$ cat config.mk
export PLATFORM = sky130hd
export DESIGN_NAME = branch_resolver
export DESIGN_NICKNAME = d
export VERILOG_FILES = /design/src/rtl/branch_resolver.sv
export SDC_FILE = /design/constraint.sdc
export NUM_CORES = 1
export LEC_CHECK = 0
export CORE_MARGIN = 10
export CORE_UTILIZATION = 30
export DETAILED_ROUTE_END_ITERATION = 12
export SLEW_MARGIN = 40
export SYNTH_ARGS = -nofsm -noshare
export SYNTH_HDL_FRONTEND = slang
export SYNTH_SLANG_ARGS = --single-unit
$ cat constraint.sdc
create_clock -name clk -period 3.36 [get_ports clk]
set_clock_uncertainty 0.1 [all_clocks]
set_input_delay 0.672 -clock clk [delete_from_list [all_inputs] [get_ports clk]]
set_output_delay 0.672 -clock clk [all_outputs]
set_load 0.02 [all_outputs]
$ cat src/rtl/branch_resolver.sv
// In-order branch queue: trains predictor on resolve, flushes on mispredict.
// Optional BRANCH_RESOLVER_STATS_EN adds saturating branch/mispredict counters.
module branch_resolver #(
  parameter int DEPTH = 4
) (
  input  logic        clk,
  input  logic        reset,
  input  logic        fetch_valid,
  input  logic [15:0] fetch_pc,
  input  logic        fetch_pred,
  input  logic        resolve_valid,
  input  logic        resolve_taken,
  input  logic [15:0] resolve_target,
  output logic        stall_fetch,
  output logic        br_instruction,
  output logic [15:0] mem_address,
  output logic        taken,
  output logic        not_taken,
  output logic        flush,
`ifdef BRANCH_RESOLVER_STATS_EN
  output logic [15:0] br_count,
  output logic [15:0] mispredict_count,
`endif
  output logic [15:0] redirect_pc
);

  localparam int AW = $clog2(DEPTH);
  localparam int CW = AW + 1;
  localparam logic [CW-1:0] FULL = CW'(DEPTH);

  typedef enum logic {RUN, FLUSH} state_e;

  state_e        state_q, state_d;
  logic [AW-1:0] rd_ptr_q, rd_ptr_d;
  logic [AW-1:0] wr_ptr_q, wr_ptr_d;
  logic [CW-1:0] count_q, count_d;
  logic [15:0]   pc_mem_q [DEPTH];
  logic          pred_mem_q [DEPTH];

  logic        br_q, br_d;
  logic [15:0] mem_q, mem_d;
  logic        tk_q, tk_d;
  logic        nt_q, nt_d;
  logic        flush_q, flush_d;
  logic [15:0] redir_q, redir_d;

  logic        pop, push, mispredict;
  logic [15:0] entry_pc;
  logic        entry_pred;

`ifdef BRANCH_RESOLVER_STATS_EN
  logic [15:0] brc_q, brc_d;
  logic [15:0] mpc_q, mpc_d;
`endif

  always_comb begin
    entry_pc   = pc_mem_q[rd_ptr_q];
    entry_pred = pred_mem_q[rd_ptr_q];
    pop        = (state_q == RUN) & resolve_valid
               & (count_q != '0);
    mispredict = pop & (entry_pred != resolve_taken);
    push       = (state_q == RUN) & fetch_valid
               & ((count_q != FULL) | pop) & ~mispredict;

    state_d  = state_q;
    rd_ptr_d = rd_ptr_q;
    wr_ptr_d = wr_ptr_q;
    count_d  = count_q;

    unique case (state_q)
      RUN:   if (mispredict) state_d = FLUSH;
      FLUSH: state_d = RUN;
      default: state_d = RUN;
    endcase

    if (push) wr_ptr_d = wr_ptr_q + AW'(1);
    if (pop)  rd_ptr_d = rd_ptr_q + AW'(1);
    case ({push, pop})
      2'b10:   count_d = count_q + CW'(1);
      2'b01:   count_d = count_q - CW'(1);
      default: count_d = count_q;
    endcase
    // A mispredict squashes everything younger than the resolving branch
    if (mispredict) begin
      rd_ptr_d = '0;
      wr_ptr_d = '0;
      count_d  = '0;
    end

    br_d    = pop;
    mem_d   = pop ? entry_pc : mem_q;
    tk_d    = pop & resolve_taken;
    nt_d    = pop & ~resolve_taken;
    flush_d = mispredict;
    redir_d = redir_q;
    if (mispredict)
      redir_d = resolve_taken ? resolve_target
                              : entry_pc + 16'd2;

`ifdef BRANCH_RESOLVER_STATS_EN
    brc_d = brc_q;
    mpc_d = mpc_q;
    if (pop && brc_q != 16'hFFFF) brc_d = brc_q + 16'd1;
    if (mispredict && mpc_q != 16'hFFFF)
      mpc_d = mpc_q + 16'd1;
`endif
  end

  always_ff @(posedge clk) begin
    if (reset) begin
      state_q  <= RUN;
      rd_ptr_q <= '0;
      wr_ptr_q <= '0;
      count_q  <= '0;
      br_q     <= 1'b0;
      mem_q    <= '0;
      tk_q     <= 1'b0;
      nt_q     <= 1'b0;
      flush_q  <= 1'b0;
      redir_q  <= '0;
`ifdef BRANCH_RESOLVER_STATS_EN
      brc_q    <= '0;
      mpc_q    <= '0;
`endif
    end else begin
      state_q  <= state_d;
      rd_ptr_q <= rd_ptr_d;
      wr_ptr_q <= wr_ptr_d;
      count_q  <= count_d;
      br_q     <= br_d;
      mem_q    <= mem_d;
      tk_q     <= tk_d;
      nt_q     <= nt_d;
      flush_q  <= flush_d;
      redir_q  <= redir_d;
`ifdef BRANCH_RESOLVER_STATS_EN
      brc_q    <= brc_d;
      mpc_q    <= mpc_d;
`endif
    end
  end

  always_ff @(posedge clk) begin
    if (push) begin
      pc_mem_q[wr_ptr_q]   <= fetch_pc;
      pred_mem_q[wr_ptr_q] <= fetch_pred;
    end
  end

  assign stall_fetch    = (count_q == FULL) | (state_q == FLUSH);
  assign br_instruction = br_q;
  assign mem_address    = mem_q;
  assign taken          = tk_q;
  assign not_taken      = nt_q;
  assign flush          = flush_q;
  assign redirect_pc    = redir_q;
`ifdef BRANCH_RESOLVER_STATS_EN
  assign br_count         = brc_q;
  assign mispredict_count = mpc_q;
`endif

endmodule

==> results of run 1 <==
per-layer routing:
metal  GRT usage [%]  up-vias
li1                -     1399
met1            12.3     1404
met2            16.7       90
met3            5.48       12
met4            4.35        2
met5               0        -
worst max-delay path by stage:
stage	start	to	slack [ns]	cells after the start
after CTS	flip-flop	count_q[2]	0.43	12
final	flip-flop	count_q[2]	0.46	12
after detailed placement	resolve_valid	count_q[2]	0.29	12
after global routing	flip-flop	count_q[2]	0.23	12
after floorplan	flip-flop	count_q[2]	0.58	13
after global placement	resolve_valid	count_q[2]	0.37	12
cells in the mapped netlist:
cell type,number
sky130_fd_sc_hd__dfxtp_1,46
sky130_fd_sc_hd__o211a_1,1
sky130_fd_sc_hd__fa_1,1
sky130_fd_sc_hd__buf_2,3
sky130_fd_sc_hd__mux4_2,11
sky130_fd_sc_hd__nand2_1,51
sky130_fd_sc_hd__a32oi_1,1
sky130_fd_sc_hd__and2b_1,1
sky130_fd_sc_hd__buf_12,1
sky130_fd_sc_hd__o21ai_1,4
sky130_fd_sc_hd__mux4_1,6
sky130_fd_sc_hd__xnor2_1,13
sky130_fd_sc_hd__o21ba_2,1
sky130_fd_sc_hd__clkbuf_1,8
sky130_fd_sc_hd__o21ai_0,11
sky130_fd_sc_hd__nor4_1,1
sky130_fd_sc_hd__xor2_1,5
sky130_fd_sc_hd__and2_1,4
sky130_fd_sc_hd__nor3_2,1
sky130_fd_sc_hd__a22o_1,6
sky130_fd_sc_hd__nor3_1,8
sky130_fd_sc_hd__o31ai_1,1
sky130_fd_sc_hd__a22oi_1,8
sky130_fd_sc_hd__inv_1,10
sky130_fd_sc_hd__a21oi_1,17
sky130_fd_sc_hd__nor4_4,1
sky130_fd_sc_hd__or2_1,1
sky130_fd_sc_hd__o21a_1,1
sky130_fd_sc_hd__ha_1,6
sky130_fd_sc_hd__nor2_1,15
sky130_fd_sc_hd__buf_6,4
sky130_fd_sc_hd__nand3_1,5
sky130_fd_sc_hd__mux2i_1,1
sky130_fd_sc_hd__nor4_2,3
sky130_fd_sc_hd__o311ai_2,1
sky130_fd_sc_hd__mux2_2,1
sky130_fd_sc_hd__xnor2_2,1
sky130_fd_sc_hd__nand4_1,2
sky130_fd_sc_hd__nand3_2,1
sky130_fd_sc_hd__o22ai_1,1
sky130_fd_sc_hd__edfxtp_1,68
power groups by stage:
stage          Sequential, W  Clock [W]  Combinational [W]
5_1_grt              0.00187    0.00209            0.00162
3_5_place_dp         0.00188          0            0.00148
4_1_cts              0.00186    0.00203            0.00149
6_report             0.00185    0.00200            0.00147
3_3_place_gp         0.00187          0            0.00146
2_1_floorplan        0.00196          0           0.000898
cell type report:
| type | count | area [um^2] | share of cell area (%) |
|---|---|---|---|
| clock buffers | 18 | 429 | 6.91 |
| diodes | 1 | 2.50 | 0.0403 |
| flip-flops and latches | 114 | 2960 | 47.7 |
| inverters | 10 | 37.5 | 0.604 |
| well taps | 188 | 235 | 3.79 |
| multi-input cells | 192 | 1490 | 24.0 |
| clock inverters | 14 | 236 | 3.81 |
| repair buffers | 84 | 816 | 13.1 |
stage by stage:
step	power [W]	hold WS (ns)	instance area [um^2]
6_report	0.00532	0.347	6210
5_1_grt	0.00559	0.382	6210
4_1_cts	0.00538	0.349	6210
3_5_place_dp	0.00336	0.342	5550
3_3_place_gp	0.00333	0.346	5550
2_1_floorplan	0.00286	0.372	4590
state kept, by name (all words and copies together), names as in the netlist, named ones only:
signal and count:
rd_ptr_q 2, br_instruction 1, pred_mem_q 4, count_q 3
not_taken 1, wr_ptr_q 2, flush 1, taken 1
redirect_pc 16, state_q 1, mem_address 16, pc_mem_q 64
worst min-delay path, stage by stage (launching register included):
cell,delay [ns]
sky130_fd_sc_hd__dfxtp_1,0.30
sky130_fd_sc_hd__nand2_1,0.05
sky130_fd_sc_hd__o21ai_1,0.05
kinds of logic after synthesis:
| family | after synthesis |
|---|---|
| fa+ha+maj | 7 |
| buf+inv | 26 |
| xor+xnor | 19 |
| flops | 114 |
| compound gates | 53 |
| simple gates | 94 |
| mux | 19 |
==> results list, run 1 <==
- Slew headroom: 61.3%
* DRC violations left: 0
- For this design the ratio of total power to cell area is 856 mW/mm^2.
- Met2 Routed Length: between 4000 and 5000 um
* Routed metal-1 wirelength: 4550 um
- Worst Setup End Kind: flip-flop
* Area contributors post-synth: sky130_fd_sc_hd__edfxtp_1, sky130_fd_sc_hd__dfxtp_1, sky130_fd_sc_hd__mux4_2
* Final period util: 86.4%
* End point of the worst hold path: redirect_pc[6]
- For this design, the CTS-stage hold fixing added 0 buffers.
* # rows: 45
- Wire length on met3: approximately 1000 um
- Fraction of power consumed by sequential logic: 34.8%
- Number of register bits inferred by synthesis: around 110
- The die is 144 um wide.
- In this run the post-CTS setup repair buffer count came out at 0.
- Switching pwr: 0.00156 W
- In this run the most critical hold path is launched from redirect_pc[6].
- Fill count: approximately 1,400
- Maximum buffer depth of the clock tree: 2
- Cell internal power was estimated by the tool at between 0.003 and 0.004 W.
- Count of buffering cells on the critical path with inverters included: 2
* Crit Path Class: reg2reg
* Cells on worst reg2reg path: 12
* Most common cell on crit path: sky130_fd_sc_hd__nor2_1
- Placeable core area: 0.0151 mm^2
* Final nets: between 400 and 500
* Setup repair after global routing missed its margin: no
- The worst path needs a little under 3 ns of the cycle, external delays included.
- The total overflow left after global routing is 0.
- The synthesized netlist devotes 7.38% of its cell area to compound gates.
- Synth area leader: sky130_fd_sc_hd__edfxtp_1
* End of the worst register-to-register path: count_q[2]
* Top layer in use: met5
- In this run the cell area of the synthesized design comes to ~0.0046 mm^2.
* Standard cell with the maximum stage delay on the critical path: sky130_fd_sc_hd__mux4_2
* Gate Count Post-Synth: ~330
* Static leakage: between 2 and 2.5 nW
- For this configuration, the core starts out at a cell density of 30.4%.
- The first TritonRoute pass finished after 5 iterations.
* Worst IR Drop VDD: 0.000372 V
* Clk Latency, worst-skew pair: 0.41 ns
- Total number of yosys warnings: 0
- After detailed routing, the average wire length per cell comes to 17.0 um.
- On the critical path the largest part of the delay comes from multiplexers.
- Quantity of I/O buffers inserted on ports: 74
* Worst Hold Class: reg2reg
* Number of routed nets with antenna violations: 0
- Power share of the combinational group: 27.6%
- In the final layout, the share of cells above drive strength 1 is between 10% and 20%.
- FMAX: 344 MHz
- Tightest Pin Transition: 0.578 ns
- In the layout the commonest cells are sky130_fd_sc_hd__clkdlybuf4s50_1, sky130_fd_sc_hd__edfxtp_1, sky130_fd_sc_hd__nand2_1.
* Overall die area: between 0.02 and 0.025 mm^2
* Clock root buffer: sky130_fd_sc_hd__clkbuf_16
- Routability cong.: roughly 0.76
- Most common library cell in the layout ignoring fill and taps: sky130_fd_sc_hd__clkdlybuf4s50_1
- Xor and xnor area share after synthesis: approximately 3.8%
- In the final timing run, aggregate negative setup slack is 0 ns.
* Area Growth Syn to Fin: 35.2%
- After clock tree synthesis, the repair step resized 0 gates.
- Fraction of synthesized cell area taken by the top area cell type: 44.4%
* Arrival time at the worst endpoint: 3.09 ns
- After Yosys synthesis, full adders, half adders and majority gates account for 2.07% of the synthesized area.
- Post-synth cell types: slightly above 40
- Average cell area after synthesis: 13.8 um^2
- For this block, the initial DRC count from the detailed router was 155.
* Setup violators final: 0
- The portion of synthesized area spent on multiplexers is under 10%.
- DPL Wire Length: approximately 7400 um
- Cts bufs inserted: 17
* Vias in the first global route: 3,086
- Post-route worst setup slack: 0.457 ns
- Clock group share of total power: 37.6%
- After detailed routing, the number of vias per cell comes to 4.68.
- Sequential cell area fraction in the yosys report: between 60 and 70%
- TritonCTS built the clock tree.
- Final Max Slew Viols: 0
- Clock sinks: 114
* Clock transition at the registers of the reported paths: 0.05 ns
- Number of standard cells in the final layout excluding fillers: 621
* Switching part of the total: between 20 and 30%
* Combinational family with the most area after synthesis: simple AND/OR/NAND/NOR gates
- Counting every net in the synthesized netlist gives 377.
- Max cap viols: 0
- The worst hold path was traced through 2 stages.
- STA puts the critical path data required time at 3.54 ns.
- 75 I/O pins were placed.
- Entering global routing, the biggest net connects 26 pins.
* Final hold violation count: 0
- Global-route wire length before repair: 16,700 um
- For this run, the slowest stage of the critical path takes about 0.63 ns.
* Die H: 144 um
* Cell count after placement: 588
- CTS built an H-tree with a depth of 4.
- Area fraction in and, or, nand and nor cells after synthesis: 9.78%
* Via count: between 2,000 and 3,000
* Setup Slack @ Placement: 0.288 ns
* Total track usage: 10.7%
- After detailed routing, the total wire length is 10,500 um.
* Critical path launch point type: flip-flop
- Number of antenna violations at the first check in global routing: 1
- Run status: finished clean
* Reg-to-reg slack, setup: 0.46 ns
- Top fanout value on the critical path: 6
- Sequence of cells on the critical path: mux4_2, xnor2_2, nor2_1, and2b_1, inv_1, ha_1, inv_1, fa_1, xor2_1, nor2_1, xnor2_1, nor2_1
- Fin util: 41.2%
No activity file was read; power rests on OpenSTA's default activity.
==> run 2, diff against run 1 <==
- CORE_UTILIZATION: 30 -> 45
- PLACE_DENSITY: not set -> 0.69
- SKIP_LAST_GASP: not set -> 1
- SLEW_MARGIN: 40 -> not set
==> results list, run 2 (synthesized netlist as in run 1, its figures left out) <==
- Final WL: 9740 um
* Worst IR Drop VDD: 0.000403 V
- More flip-flops sit in one register than any other, and that register is pc_mem_q.
* FMAX: 351 MHz
- Cells fill between 60% and 70% of the core in the end.
* Total congestion overflow: 0
- The die covers roughly 0.015 mm^2.
- Buffers inserted during clock tree synthesis total 17.
- In this design, the critical path's most frequently occurring cell is sky130_fd_sc_hd__nor2_1.
* Worst Hold Class: reg2reg
* Setup repair after global routing missed its margin: no
* Arrival time at the worst endpoint: roughly 3.1 ns
- Final period util: 84.8%
- Largest net degree at the start of global routing: 26
- The critical path is of the reg2reg type.
- Top Ports: 75
- Overall die width: ~120 um
* Slew headroom: between 60% and 70%
- Run status: finished clean
- Fraction of power consumed by sequential logic: 36.7%
- Die H: 121 um
* Setup TNS after final layout: 0 ns
- Internal power comes to between 0.003 and 0.004 W.
* Clock root buffer: sky130_fd_sc_hd__clkbuf_8
- Quantity of I/O buffers inserted on ports: 74
* Clk Latency, worst-skew pair: about 0.51 ns
- Global routing used between 10% and 20% of the available tracks.
- Post-cts resize count: 0
- Critical path launch point type: flip-flop
- The via count of the first global-routing pass was 2,998.
- Largest register FFs: 64
* Worst hold path startpoint: redirect_pc[6]
- Of the total power, the share spent switching nets is 30.8%.
- Number of routed nets with antenna violations: 0
* Pwr/cell area: 832 mW/mm^2
- Global-route wire length before repair: 15,800 um
* Routability cong.: 0.794
- In the routed design, unresolved DRC markers number 0.
- After detailed routing, the average wire length per cell comes to about 17 um.
- Clock group share of total power: 34.5%
- After clock tree synthesis, the setup repair step added 0 buffers.
- CTS tree: yes
- 0 antenna diodes ended up in the layout.
- # rows: 36
* Power share of the combinational group: 28.8%
- At the end of the flow, the number of nets in the layout was 464.
- In this run, post-CTS hold repair placed 0 buffers.
* Tightest Pin Transition: 0.542 ns
- Top library cells by usage in the layout, fill and taps aside: sky130_fd_sc_hd__clkdlybuf4s50_1, sky130_fd_sc_hd__edfxtp_1, sky130_fd_sc_hd__nand2_1
- Minimum period implied by the final worst setup slack: approximately 2.8 ns
* Delay contributed by the slowest stage of the critical path: 0.63 ns
- Max H-tree Level: 4
- The post-route netlist has 14.1% of its cells at a drive strength greater than 1.
* Setup violators final: 0
* Count of buffering cells on the critical path with inverters included: 2
- After the first detailed-routing iteration, the DRC count stood at 163.
- Hold is met by 0.350 ns.
- Detailed-router iteration count before antenna repair: 5
- After clock tree synthesis, the clock-pin slew on the worst setup and hold paths is 0.06 ns.
- Placeable core area: 0.00986 mm^2
- Via count: 2,868
- Sequence of cells on the critical path: mux4_2, xnor2_2, nor2_1, and2b_1, inv_1, ha_1, inv_1, fa_1, xor2_1, nor2_1, xnor2_1, nor2_1
* Final Max Slew Viols: 0
- Maximum buffer depth of the clock tree: 2
* Number of antenna violations at the first check in global routing: 0
- For this design, the sink count on the clock tree is 114.
- Standard cell with the maximum stage delay on the critical path: sky130_fd_sc_hd__mux4_2
- Max cap viols: 0
* DPL Wire Length: 6730 um
- The cell family contributing the most delay on the critical path is multiplexers.
- Top fanout value on the critical path: 6
- Static leakage: 2.05 nW
- Required time of the critical path: 3.65 ns
- Vias per std cell: 5.08
- STA classifies the critical path endpoint as a flip-flop.
- Final hold violation count: 0
* Most common library cell in the layout ignoring fill and taps: sky130_fd_sc_hd__clkdlybuf4s50_1
* Area Growth Syn to Fin: 31.9%
- Switching pwr: 0.00155 W
- Starting Density: about 47%
run 2: path summary, 6_finish.rpt:
path | end | slack [ns] | cells after the start
max | count_q[2] | 0.51 | 12
min reg2reg | redirect_pc[6] | 0.35 | 2
max reg2reg | count_q[2] | 0.51 | 12
min | redirect_pc[6] | 0.35 | 2
run 2: per-layer routing:
layer / track usage, % / vias to the layer above / wire, um
li1: - / 1395 / -
met1: 16.4 / 1377 / 4060
met2: 22.5 / 85 / 4870
met3: 5.07 / 11 / 699
met4: 5.58 / 0 / 105
met5: 0 / - / 0
run 2: cell type report:
class / instances / area, um^2
clock buffers: 19 / 422
clock inverters: 13 / 160
fillers: 725 / 3810
inverters: 10 / 37.5
multi-input cells: 192 / 1490
flip-flops and latches: 114 / 2960
well taps: 133 / 166
repair buffers: 84 / 816
run 2: power groups by stage:
stage / clock network [W] / logic (W) / registers (W)
finish: 0.00174 / 0.00145 / 0.00185
floorplan: 0 / 0.000898 / 0.00196
detailed placement: 0 / 0.00146 / 0.00188
global route: 0.00185 / 0.00158 / 0.00188
CTS: 0.00177 / 0.00147 / 0.00185
global placement: 0 / 0.00144 / 0.00187
run 2: worst reg2reg max path, delay by kind of cell, from the launching register on:
| family | cells | cell delay (ns) |
|---|---|---|
| mux | 1 | 0.63 |
| fa+ha+maj | 2 | 0.54 |
| simple gates | 4 | 0.52 |
| xor+xnor | 3 | 0.49 |
| flops | 1 | 0.34 |
| buf+inv | 2 | 0.13 |
run 2: through the flow:
step / std cells / cell area (um^2) / worst slack (ns) / total power (W)
floorplan: 332 / 4590 / 0.579 / 0.00286
global placement: 533 / 5480 / 0.374 / 0.00331
detailed placement: 533 / 5480 / 0.338 / 0.00334
CTS: 565 / 6060 / 0.506 / 0.00509
global route: 565 / 6060 / 0.308 / 0.00530
finish: 565 / 6060 / 0.511 / 0.00504
